<file path="config.mk">
export PLATFORM = sky130hd
export DESIGN_NAME = add_issue_ctrl
export DESIGN_NICKNAME = d
export VERILOG_FILES = /design/src/rtl/add_issue_ctrl.sv
export SDC_FILE = /design/constraint.sdc
export NUM_CORES = 1
export LEC_CHECK = 0
export CORE_ASPECT_RATIO = 0.8
export CORE_MARGIN = 2
export CORE_UTILIZATION = 57
export DETAILED_ROUTE_END_ITERATION = 16
export HOLD_SLACK_MARGIN = 0.12
export PLACE_DENSITY = 0.76
export SYNTH_ARGS = -nofsm -noshare
export SYNTH_HDL_FRONTEND = slang
export SYNTH_SLANG_ARGS = --single-unit
</file>
<file path="constraint.sdc">
create_clock -name clk -period 5.6 [get_ports clk]
set_input_delay 1.12 -clock clk [delete_from_list [all_inputs] [get_ports clk]]
set_output_delay 1.12 -clock clk [all_outputs]
set_load 0.01 [all_outputs]
</file>
<file path="src/rtl/add_issue_ctrl.sv">
// add_issue_ctrl
//   Operand-issue and result-capture stage around a non-stallable,
//   fixed-latency pipelined adder. Operand pairs enter through a valid/ready
//   operand FIFO. An operand pair is issued to the adder only when a result
//   slot is guaranteed, so that every sum has a place when it arrives. Sums
//   are captured into a result FIFO and returned in acceptance order.
//
// Optional feature (macro ADD_ISSUE_TAG_EN):
//   Adds a 4-bit tag (in_tag / out_tag). The tag travels with its operands
//   and its result.
//
// Ports:
//   clk        clock, rising edge
//   rst_n      asynchronous active-low reset
//   in_valid   operand pair valid
//   in_ready   operand FIFO can accept (held low while in reset)
//   in_a/in_b  operands
//   in_tag     (ADD_ISSUE_TAG_EN) tag stored with the operand pair
//   add_a/b    registered operands driven to the adder
//   add_sum    adder sum, valid ADD_LAT edges after add_a/add_b update
//   out_valid  result FIFO non-empty
//   out_ready  consumer accepts the head result
//   out_sum    head of the result FIFO (0 when empty)
//   out_tag    (ADD_ISSUE_TAG_EN) tag of the head result (0 when empty)
//   busy       an operand is buffered, an add is in flight, or a result is held
module add_issue_ctrl #(
  parameter int DATA_W  = 32,
  parameter int ADD_LAT = 3,
  parameter int ODEPTH  = 4,
  parameter int RDEPTH  = 8
) (
  input  logic              clk,
  input  logic              rst_n,
  input  logic              in_valid,
  output logic              in_ready,
  input  logic [DATA_W-1:0] in_a,
  input  logic [DATA_W-1:0] in_b,
`ifdef ADD_ISSUE_TAG_EN
  input  logic [3:0]        in_tag,
  output logic [3:0]        out_tag,
`endif
  output logic [DATA_W-1:0] add_a,
  output logic [DATA_W-1:0] add_b,
  input  logic [DATA_W-1:0] add_sum,
  output logic              out_valid,
  input  logic              out_ready,
  output logic [DATA_W-1:0] out_sum,
  output logic              busy
);

  localparam int OAW = $clog2(ODEPTH);
  localparam int RAW = $clog2(RDEPTH);
  localparam int VS  = ADD_LAT + 1;        // valid-pipe stages
  localparam int IFW = $clog2(VS + 1);     // inflight counter width
  localparam int CW  = RAW + 2;            // credit arithmetic width

  localparam logic [OAW:0]   OP_ONE  = 1;
  localparam logic [RAW:0]   RES_ONE = 1;
  localparam logic [IFW-1:0] IF_ONE  = 1;

  // Operand FIFO
  logic [DATA_W-1:0] op_a_mem [ODEPTH];
  logic [DATA_W-1:0] op_b_mem [ODEPTH];
  logic [OAW:0]      op_wr;
  logic [OAW:0]      op_rd;
  logic              op_empty;
  logic              op_full;
  logic [DATA_W-1:0] op_a_head;
  logic [DATA_W-1:0] op_b_head;

  // Result FIFO
  logic [DATA_W-1:0] res_mem [RDEPTH];
  logic [RAW:0]      res_wr;
  logic [RAW:0]      res_rd;
  logic [RAW:0]      res_count;

  // Issue tracking
  logic [VS-1:0]     vld_p;
  logic [IFW-1:0]    inflight;
  logic [CW-1:0]     credit_used;

  logic push;
  logic issue;
  logic capture;
  logic pop;

  assign op_empty  = (op_wr == op_rd);
  assign op_full   = (op_wr[OAW] != op_rd[OAW]) &&
                     (op_wr[OAW-1:0] == op_rd[OAW-1:0]);
  assign op_a_head = op_a_mem[op_rd[OAW-1:0]];
  assign op_b_head = op_b_mem[op_rd[OAW-1:0]];

  // in_ready looks only at registered fullness: a slot freed by an issue
  // this cycle is not offered until the next cycle.
  assign in_ready  = rst_n && !op_full;
  assign push      = in_valid && in_ready;

  assign res_count = res_wr - res_rd;
  assign out_valid = (res_wr != res_rd);
  assign pop       = out_valid && out_ready;

  // Every in-flight add and every held result owns one result-FIFO slot.
  // Registered counts only, so a pop returns its credit one cycle later.
  assign credit_used = CW'(inflight) + CW'(res_count);
  assign issue       = !op_empty && (credit_used < CW'(RDEPTH));
  assign capture     = vld_p[VS-1];

  assign out_sum = out_valid ? res_mem[res_rd[RAW-1:0]] : '0;
  assign busy    = !op_empty || (inflight != '0) || out_valid;

  // Stage p0: operand storage
  always_ff @(posedge clk) begin
    if (push) begin
      op_a_mem[op_wr[OAW-1:0]] <= in_a;
      op_b_mem[op_wr[OAW-1:0]] <= in_b;
    end
  end

  // Stage p1..pN: issue, adder tracking, capture
  always_ff @(posedge clk or negedge rst_n) begin
    if (!rst_n) begin
      op_wr    <= '0;
      op_rd    <= '0;
      res_wr   <= '0;
      res_rd   <= '0;
      vld_p    <= '0;
      inflight <= '0;
      add_a    <= '0;
      add_b    <= '0;
    end else begin
      if (push) op_wr <= op_wr + OP_ONE;
      if (issue) begin
        op_rd <= op_rd + OP_ONE;
        add_a <= op_a_head;
        add_b <= op_b_head;
      end
      vld_p <= {vld_p[VS-2:0], issue};
      case ({issue, capture})
        2'b10:   inflight <= inflight + IF_ONE;
        2'b01:   inflight <= inflight - IF_ONE;
        default: inflight <= inflight;
      endcase
      if (capture) res_wr <= res_wr + RES_ONE;
      if (pop)     res_rd <= res_rd + RES_ONE;
    end
  end

  // Stage capture: result storage, the credit rule keeps this from overflowing
  always_ff @(posedge clk) begin
    if (capture) res_mem[res_wr[RAW-1:0]] <= add_sum;
  end

`ifdef ADD_ISSUE_TAG_EN
  logic [3:0] op_t_mem  [ODEPTH];
  logic [3:0] tag_p     [VS];
  logic [3:0] res_t_mem [RDEPTH];

  // Tag pipe shifts every cycle in lockstep with vld_p; entries without a
  // valid bit are never captured.
  always_ff @(posedge clk) begin
    if (push) op_t_mem[op_wr[OAW-1:0]] <= in_tag;
    tag_p[0] <= op_t_mem[op_rd[OAW-1:0]];
    for (int i = 1; i < VS; i++) tag_p[i] <= tag_p[i-1];
    if (capture) res_t_mem[res_wr[RAW-1:0]] <= tag_p[VS-1];
  end

  assign out_tag = out_valid ? res_t_mem[res_rd[RAW-1:0]] : '0;
`endif

endmodule

</file>
; ---- After elaboration in Yosys (flattened, before gate mapping)
; Memory sizes are Yosys's and may differ from the RTL's. A register that Yosys moved wholly into a read port is not among the register bits.
; Cells that the tools add are included.
[classes]
eq_ne = 6
order_cmp = 1
reduce_logical = 13
mux = 6
add_sub_neg = 8
[ops]
columns = cell, n
row1 = 32-bit two-way mux, 1
row2 = 3-bit by 1-bit adder with 3-bit output (second input constant), 3
row3 = 4-bit by 1-bit adder with 4-bit output (second input constant), 2
row4 = 3-bit one-hot mux with 2 select lines, 1
row5 = 3-bit by 4-bit adder with 5-bit output, 1
row6 = 1-bit logical AND, 5
row7 = 5-bit by 4-bit less-than comparator with 1-bit output (second input constant), 1
row8 = 1-bit zero test, 4
row9 = 1-bit two-way mux, 4
row10 = 4-bit inequality test, 1
row11 = 4-bit subtractor, 1
row12 = 3-bit equality test, 1
row13 = 3-bit nonzero test, 1
row14 = 3-bit by 1-bit subtractor with 3-bit output (second input constant), 1
row15 = 2-bit by 1-bit equality test with 1-bit output (second input constant), 1
row16 = 2-bit equality test, 1
row17 = 2-bit equality test (second input constant), 1
row18 = 1-bit logical OR, 2
row19 = 2-bit nonzero test, 1
row20 = 1-bit inequality test, 1
[totals]
inputBits = 100
ff_bits = 21
elab_cells = 43
ramBits = 512
n_memories = 3
output_inout_bits = 99
[memory_table]
columns = memory, words, width, rd, rd_clocked_by_memory_dff, wr, line
row1 = res_mem, 8, 32, 1, 0, 1, 72  ; logic [DATA_W-1:0] res_mem [RDEPTH];
row2 = op_a_mem, 4, 32, 1, 1, 1, 62  ; logic [DATA_W-1:0] op_a_mem [ODEPTH];
row3 = op_b_mem, 4, 32, 1, 1, 1, 63  ; logic [DATA_W-1:0] op_b_mem [ODEPTH];

; ---- Logic depth before layout (Yosys ltp)
; Gate-level depths: netlist of the first run.
[logic_depth]
depth_word = 7
mapped_depth = 15
ltp_nobuf = 15

; ---- Worst setup path before layout of the first run
; Ideal clock, no wire load.
[synth_path]
kind = reg2reg
startpoint = register res_rd[1]
endpoint = register inflight[2]
arrival_time_ns = 3.370
synth_period_minus_slack_ns = 3.449
path_slack_ns = 2.151
t_required_ns = 5.521
stages_incl_launch_ff = 16
setup_ns = 0.079
cell_sequence = dfrtp_1 buf_1 clkbuf_1 inv_1 fa_1 xor2_1 ha_1 nand2_1 o31ai_1 a211o_1 ha_1 inv_1 fa_1 xor2_1 nor2_1 xor2_1
[synth_between]
elab_chain_cells = 6
[synth_lines]
columns = element, line
row1 = from (decl), 74  ; logic [RAW:0] res_rd;
row2 = from (signal assigned), 144  ; if (pop) res_rd <= res_rd + RES_ONE;
row3 = 4-bit subtractor *, 98  ; assign res_count = res_wr - res_rd;
row4 = 3-bit by 4-bit adder with 5-bit output *, 104  ; assign credit_used = CW'(inflight) + CW'(res_count);
row5 = 5-bit by 4-bit less-than comparator with 1-bit output *, 105  ; assign issue = !op_empty && (credit_used < CW'(RDEPTH));
row6 = 1-bit logical AND *, 105
row7 = 2-bit by 1-bit equality test with 1-bit output or 2-bit equality test (tied branches), 138  ; case ({issue, capture})
row8 = 3-bit one-hot mux with 2 select lines or 2-bit nonzero test (tied branches), n/a
row9 = to (signal assigned), 139  ; 2'b10: inflight <= inflight + IF_ONE;
row10 = to (signal assigned), 140  ; 2'b01: inflight <= inflight - IF_ONE;
row11 = to (signal assigned), 141  ; default: inflight <= inflight;
row12 = to (decl), 79  ; logic [IFW-1:0] inflight;
; Every way passes the cells marked *; elsewhere a longest branch is shown, timed or not.
; A chain may end at the register's enable or synchronous reset.

; ---- Worst setup path in the final report of the first run
[layout_path]
startpoint = register res_rd[1]
endpoint = output out_sum[24]
[layout_between]
elab_chain_cells = 2
[layout_lines]
columns = element, line
row1 = memory read 8 x 32 bit or 4-bit inequality test (tied branches), n/a
row2 = 32-bit two-way mux *, 108  ; assign out_sum = out_valid ? res_mem[res_rd[RAW-1:0]] : '0;
row3 = to (decl), 47  ; output logic [DATA_W-1:0] out_sum,
; Marks and branches as above.

==> results.sh, run 1 <==
export IMPL_hold_end="vld_p[2]"
export IMPL_synth_top_cell_area_share_pct=68.6
export IMPL_track_usage_pct=21.9
export IMPL_finalWirelength_mm=43.5
export IMPL_cp_startpoint="res_rd[1]"
export IMPL_dieArea_mm2=0.0410
export IMPL_tightest_slew_ns=1.08
export IMPL_hold_violations=0
export IMPL_die_height_um=181
export IMPL_clk_path_buf_depth=3
export IMPL_outcome="complete, no violations"
export IMPL_max_freq_mhz=235
export IMPL_synth_area_per_cell_um2=22.0
export IMPL_nets=1370
export IMPL_synth_seq_cells=597
export IMPL_numCtsBuffers=56
export IMPL_cp_start_kind="flop"
export IMPL_syn_area_mm2=0.0224
export IMPL_ioPinCount=199
export IMPL_num_vias=10500
export IMPL_syn_to_final_growth_pct=20.9
export IMPL_drive_above_1_share_pct=22.9
export IMPL_synth_top_cell_by_area="edfxtp_1"
export IMPL_rr_startpoint="res_wr[0]"
export IMPL_finalSetupTns_ns=0
export IMPL_port_buffers=198
export IMPL_drv_slew=0
export IMPL_routed_via_density=5.73
export IMPL_hold_path_class="reg -> reg"
export IMPL_relSlewSlack_pct=27.7
export IMPL_num_rows=64
export IMPL_rr_worst_depth=15
export IMPL_rsz0062_at_grt="false"
export IMPL_yosysMostFrequentCell="edfxtp_1"
export IMPL_end_kind="primary output"
export IMPL_cts_setup_buffers=0
export IMPL_dp_hpwl_mm=24.5
export IMPL_coreArea_mm2=0.0385
export IMPL_cts_resized=0
export IMPL_hold_buffers=0
export IMPL_placed_area_mm2=0.0251
export IMPL_drt_pass1_iterations=5
export IMPL_first_global_vias=11300
export IMPL_postRouteAntennaNets=0
export IMPL_min_period_over_period_pct=76.1
export IMPL_drt_iter0_drc=713
export IMPL_ir_worst_vdd_mv=0.815
export IMPL_cts_sinks=597
export IMPL_grt_pass1_wl_mm=67.0
export IMPL_stdcell_area_mm2=0.0271
export IMPL_routedWlPerCell_um=23.7
export IMPL_initial_core_util_pct=58.2
export IMPL_ys_types=35
export IMPL_clk_latency_ns=0.59
export IMPL_grt_max_degree=68
export IMPL_chipWidth_um=226
export IMPL_crit_type="reg -> out"
export IMPL_power_leakage_nw=9.11
export IMPL_synth_edf_count=512
export IMPL_synth_cells=1020
export IMPL_hp_start="vld_p[1]"
export IMPL_seq_area_frac_synth_pct=78.0
export IMPL_r2r_end="inflight[2]"
export IMPL_hold_path_depth=0
export IMPL_rrSetupSlack_ns=2.49
export IMPL_cts_max_level=2
export IMPL_async_flop_share_pct=14.2
export IMPL_root_buffer="clkbuf_16"
export IMPL_skew_ns=0.0270
export IMPL_global_route_overflow_total=0
export IMPL_cap_violations=0
export IMPL_cts_tree="built"
export IMPL_drc=0
export IMPL_antenna_found_initial=3
export IMPL_synth_common_cells="edfxtp_1 (512), mux4_2 (128), dfrtp_1 (85), nand2_1 (73), mux2_2 (38)"
export IMPL_path_clk_slew_ns=0.06
export IMPL_synth_main_ff_cell="edfxtp_1"
export IMPL_power_density_mw_per_mm2=573
export IMPL_fin_crit_ns=4.26
export IMPL_cp_arrival_ns=3.14
export IMPL_cp_required_ns=4.48
export IMPL_synth_area_leaders="edfxtp_1 (69%), mux4_2 (13%), dfrtp_1 (9.5%), mux2_2 (1.9%), mux2_1 (1.5%)"
export IMPL_synth_nets=1135
export IMPL_setup_violations_final=0
export IMPL_yosys_warnings=0
export IMPL_power_mw=15.5
export IMPL_place_gp_congestion=0.731
export IMPL_worstPathMaxFanout=67
-- final cells by class --
cell class / count / area [um2]
sequential: 597 / 17500
fill: 2350 / 11400
multi-input combinational: 366 / 4690
timing repair buffer: 223 / 2180
clock buffer: 72 / 1530
tap: 528 / 661
clock inverter: 33 / 484
inverter: 11 / 41.3
antenna: 1 / 2.50
-- cell usage in the layout, fill, tap and decap left out, types with 3 or more instances in the layout --
cell type,n
nand2_1,73
buf_4,25
a21oi_1,32
mux2_2,38
xnor2_1,11
clkdlybuf4s50_1,197
bufinv_16,11
nor2_4,6
clkbuf_16,56
clkbuf_8,7
and3_2,4
mux4_2,128
mux2_1,30
inv_1,10
clkinv_8,4
ha_1,13
dfrtp_1,81
clkinv_1,8
clkinv_2,7
clkbuf_1,9
edfxtp_1,512
xor2_1,7
nand3_1,3
-- sequential cells by signal, indices dropped and copies added, names as in the netlist --
register / count
res_mem: 256
op_a_mem: 128
op_b_mem: 128
add_a: 32
add_b: 32
res_rd: 4
res_wr: 4
vld_p: 4
inflight: 3
op_rd: 3
op_wr: 3
-- power breakdown --
part           switching [mW]  internal (mW)  total [mW]
registers               0.329           5.66        5.99
logic                    2.65           2.86        5.52
clock network            1.59           2.45        4.03
total                    4.57           11.0        15.5
-- cell families (layout without fill, tap and decap cells) --
group | Yosys count | count (layout) | synth area share (%)
compound gates | 38 | 38 | 0.915
flops | 597 | 597 | 78.0
other cells | 0 | 1 | 0
simple gates | 98 | 98 | 1.82
xor+xnor | 18 | 18 | 0.703
fa+ha+maj | 15 | 15 | 0.904
mux | 197 | 197 | 16.3
buf+inv | 57 | 339 | 1.31
-- per-layer routing --
metal	global-route usage [%]	up-vias	share of wire [%]
met5	0	-	0.030
met4	5.27	2	1.7
met3	4.69	70	6.2
met2	36.0	300	51
met1	30.6	5524	42
li1	-	4602	-
-- worst max path at each step --
stage / to / slack [ns] / depth (start not counted)
floorplan: inflight[2] / 2.15 / 15
finish: out_sum[24] / 1.34 / 5
global placement: out_sum[24] / 1.91 / 5
CTS: out_sum[24] / 1.27 / 5
global route: out_sum[24] / 1.20 / 5
detailed placement: out_sum[24] / 1.91 / 5
-- critical path, stage by stage, from the launching register on --
cell	delay [ns]
dfrtp_2	0.36
buf_4	0.74
mux4_2	0.37
nand2_1	0.06
a21oi_1	0.32
clkdlybuf4s50_1	0.62
-- stage by stage --
| stage | std cells | utilization, % | setup slack, ns | hold slack (ns) |
|---|---|---|---|---|
| after global placement | 1725 | 65.1 | 1.91 | 0.331 |
| after detailed placement | 1725 | 65.1 | 1.91 | 0.336 |
| after global routing | 1831 | 70.4 | 1.20 | 0.344 |
| after floorplan | 1020 | - | 2.15 | 0.331 |
| final | 1831 | 70.4 | 1.34 | 0.331 |
| after CTS | 1830 | 70.4 | 1.27 | 0.330 |
Power figures use the tool's default switching activity.
==> run 2: changes to the inputs <==
CORE_UTILIZATION = 52   (was 57)
PLACE_DENSITY = 0.73   (was 0.76)
clock period = 3.5 ns   (was 5.6 ns; I/O delays follow)
==> results.sh, run 2 (synthesis results as in run 1) <==
export IMPL_outcome="complete, no violations"
export IMPL_routedWlPerCell_um=23.7
export IMPL_dieArea_mm2=0.0448
export IMPL_p_sw_mw=7.31
export IMPL_rr_startpoint="res_rd[0]"
export IMPL_worstPathMaxFanout=27
export IMPL_swShare_pct=30.2
export IMPL_clkPwrFrac_pct=23.2
export IMPL_cp_required_ns=2.80
export IMPL_finalWirelength_mm=44.2
export IMPL_power_density_mw_per_mm2=896
export IMPL_finalSetupTns_ns=0
export IMPL_power_mw=24.2
export IMPL_n_fill_cell=2951
export IMPL_coreArea_mm2=0.0429
export IMPL_cp_start_kind="flop"
export IMPL_die_height_um=190
export IMPL_tightest_slew_ns=1.02
export IMPL_p_seq_share_pct=39.4
export IMPL_drc=0
export IMPL_postRouteAntennaNets=0
export IMPL_p_comb_share_pct=37.4
export IMPL_setup_violations_final=0
export IMPL_dp_hpwl_mm=24.2
export IMPL_track_usage_pct=20.1
export IMPL_ioPinCount=199
export IMPL_drt_pass1_iterations=5
export IMPL_r2r_end="inflight[2]"
export IMPL_clk_path_buf_depth=3
export IMPL_chipWidth_um=236
export IMPL_drv_slew=0
export IMPL_grt_max_degree=68
export IMPL_place_gp_congestion=0.739
export IMPL_drt_iter0_drc=628
export IMPL_nets=1374
export IMPL_crit_type="reg -> out"
export IMPL_rsz0062_at_grt="true"
export IMPL_hold_path_depth=0
export IMPL_cts_tree="built"
export IMPL_largest_reg_flops=256
export IMPL_first_global_vias=11200
export IMPL_hold_end="vld_p[2]"
export IMPL_routed_via_density=5.64
export IMPL_root_buffer="clkbuf_16"
export IMPL_rrSetupSlack_ns=0.39
export IMPL_cap_violations=0
export IMPL_num_vias=10500
export IMPL_min_period_over_period_pct=96.9
export IMPL_initial_core_util_pct=52.3
export IMPL_final_cell_mix="edfxtp_1 (512), clkdlybuf4s50_1 (197), mux4_2 (128)"
export IMPL_drive_above_1_share_pct=22.0
export IMPL_hp_start="vld_p[1]"
export IMPL_relSlewSlack_pct=31.9
export IMPL_global_route_overflow_total=0
export IMPL_fin_crit_ns=3.39
export IMPL_syn_to_final_growth_pct=20.5
export IMPL_rr_worst_depth=14
export IMPL_cts_max_level=2
export IMPL_path_clk_slew_ns=0.06
export IMPL_numCtsBuffers=54
export IMPL_grt_pass1_wl_mm=66.7
export IMPL_final_common_cell="edfxtp_1"
export IMPL_hold_path_class="reg -> reg"
export IMPL_max_freq_mhz=295
export IMPL_intPower_mw=16.9
export IMPL_skew_ns=0.0286
export IMPL_antenna_found_initial=3
export IMPL_power_leakage_nw=9.03
export IMPL_clk_latency_ns=0.63
export IMPL_port_buffers=198
export IMPL_num_rows=68
export IMPL_cts_sinks=597
export IMPL_end_kind="primary output"
export IMPL_ir_worst_vdd_mv=1.21
export IMPL_cp_arrival_ns=2.69
export IMPL_hold_violations=0
==> run 2: changes by cell type in the layout (fill, tap and decap cells not counted), sizes merged <==
cell and change:
diode +2, clkinv -1, clkinvlp -2, clkbuf -1
bufinv -8, dlygate4sd3 +1, buf +5, inv +3
==> run 2: power groups by stage <==
| stage | logic, mW | registers, mW | clock network [mW] |
|---|---|---|---|
| 4_1_cts | 9.24 | 9.55 | 5.76 |
| 2_1_floorplan | 5.81 | 9.75 | 0 |
| 5_1_grt | 9.78 | 9.66 | 6.01 |
| 6_report | 9.05 | 9.55 | 5.62 |
| 3_5_place_dp | 9.15 | 9.67 | 0 |
| 3_3_place_gp | 8.99 | 9.61 | 0 |
==> run 2: critical path, stage by stage (launching register included) <==
cell,delay [ns]
dfrtp_1,0.47
ha_1,0.40
and4_1,0.22
buf_12,0.18
a21oi_1,0.22
clkdlybuf4s50_1,0.58
==> run 2: timing repair <==
action	in CTS	in global routing
gates cloned	1	0
hold endpoints to repair	20	0
hold buffers	1	0
buffers inserted	0	0
gates resized for setup	1	3
endpoints found under the setup margin	27	26
==> run 2: layout make-up <==
type | count | area [um2] | share of cell area, %
sequential | 597 | 17500 | 64.8
clock buffer | 71 | 1440 | 5.31
antenna | 3 | 7.51 | 0.0278
timing repair buffer | 229 | 2400 | 8.90
tap | 560 | 701 | 2.59
inverter | 11 | 41.3 | 0.153
clock inverter | 25 | 230 | 0.852
multi-input combinational | 366 | 4700 | 17.4
==> run 2: per-stage QoR <==
step / util [%] / hold WS (ns) / instance area, um2 / worst slack [ns] / instances
after global placement: 59.0 / 0.335 / 25300 / 0.457 / 1761
after floorplan: - / 0.331 / 22400 / 0.0509 / 1020
after detailed placement: 59.0 / 0.339 / 25300 / 0.389 / 1761
after CTS: 63.0 / 0.351 / 27000 / 0.000733 / 1859
final: 63.0 / 0.348 / 27000 / 0.108 / 1862
after global routing: 63.0 / 0.354 / 27000 / 0.00274 / 1860
==> run 2: worst max path at each step <==
stage               from          end  depth (start not counted)
2_1_floorplan  res_rd[1]  inflight[2]                         15
3_3_place_gp   res_wr[0]  inflight[2]                         15
3_5_place_dp   res_wr[0]  inflight[2]                         15
4_1_cts        res_wr[1]  out_sum[21]                          5
5_1_grt        res_wr[2]  out_sum[21]                          5
6_report       res_wr[2]  out_sum[21]                          5
==> run 2: layer usage <==
| layer | GRT usage [%] | wire [um] | up-vias |
|---|---|---|---|
| met4 | 5.40 | 990 | 2 |
| met1 | 26.4 | 18200 | 5578 |
| met3 | 4.98 | 2550 | 74 |
| li1 | - | - | 4604 |
| met2 | 34.1 | 22400 | 243 |
| met5 | 0 | 13 | - |
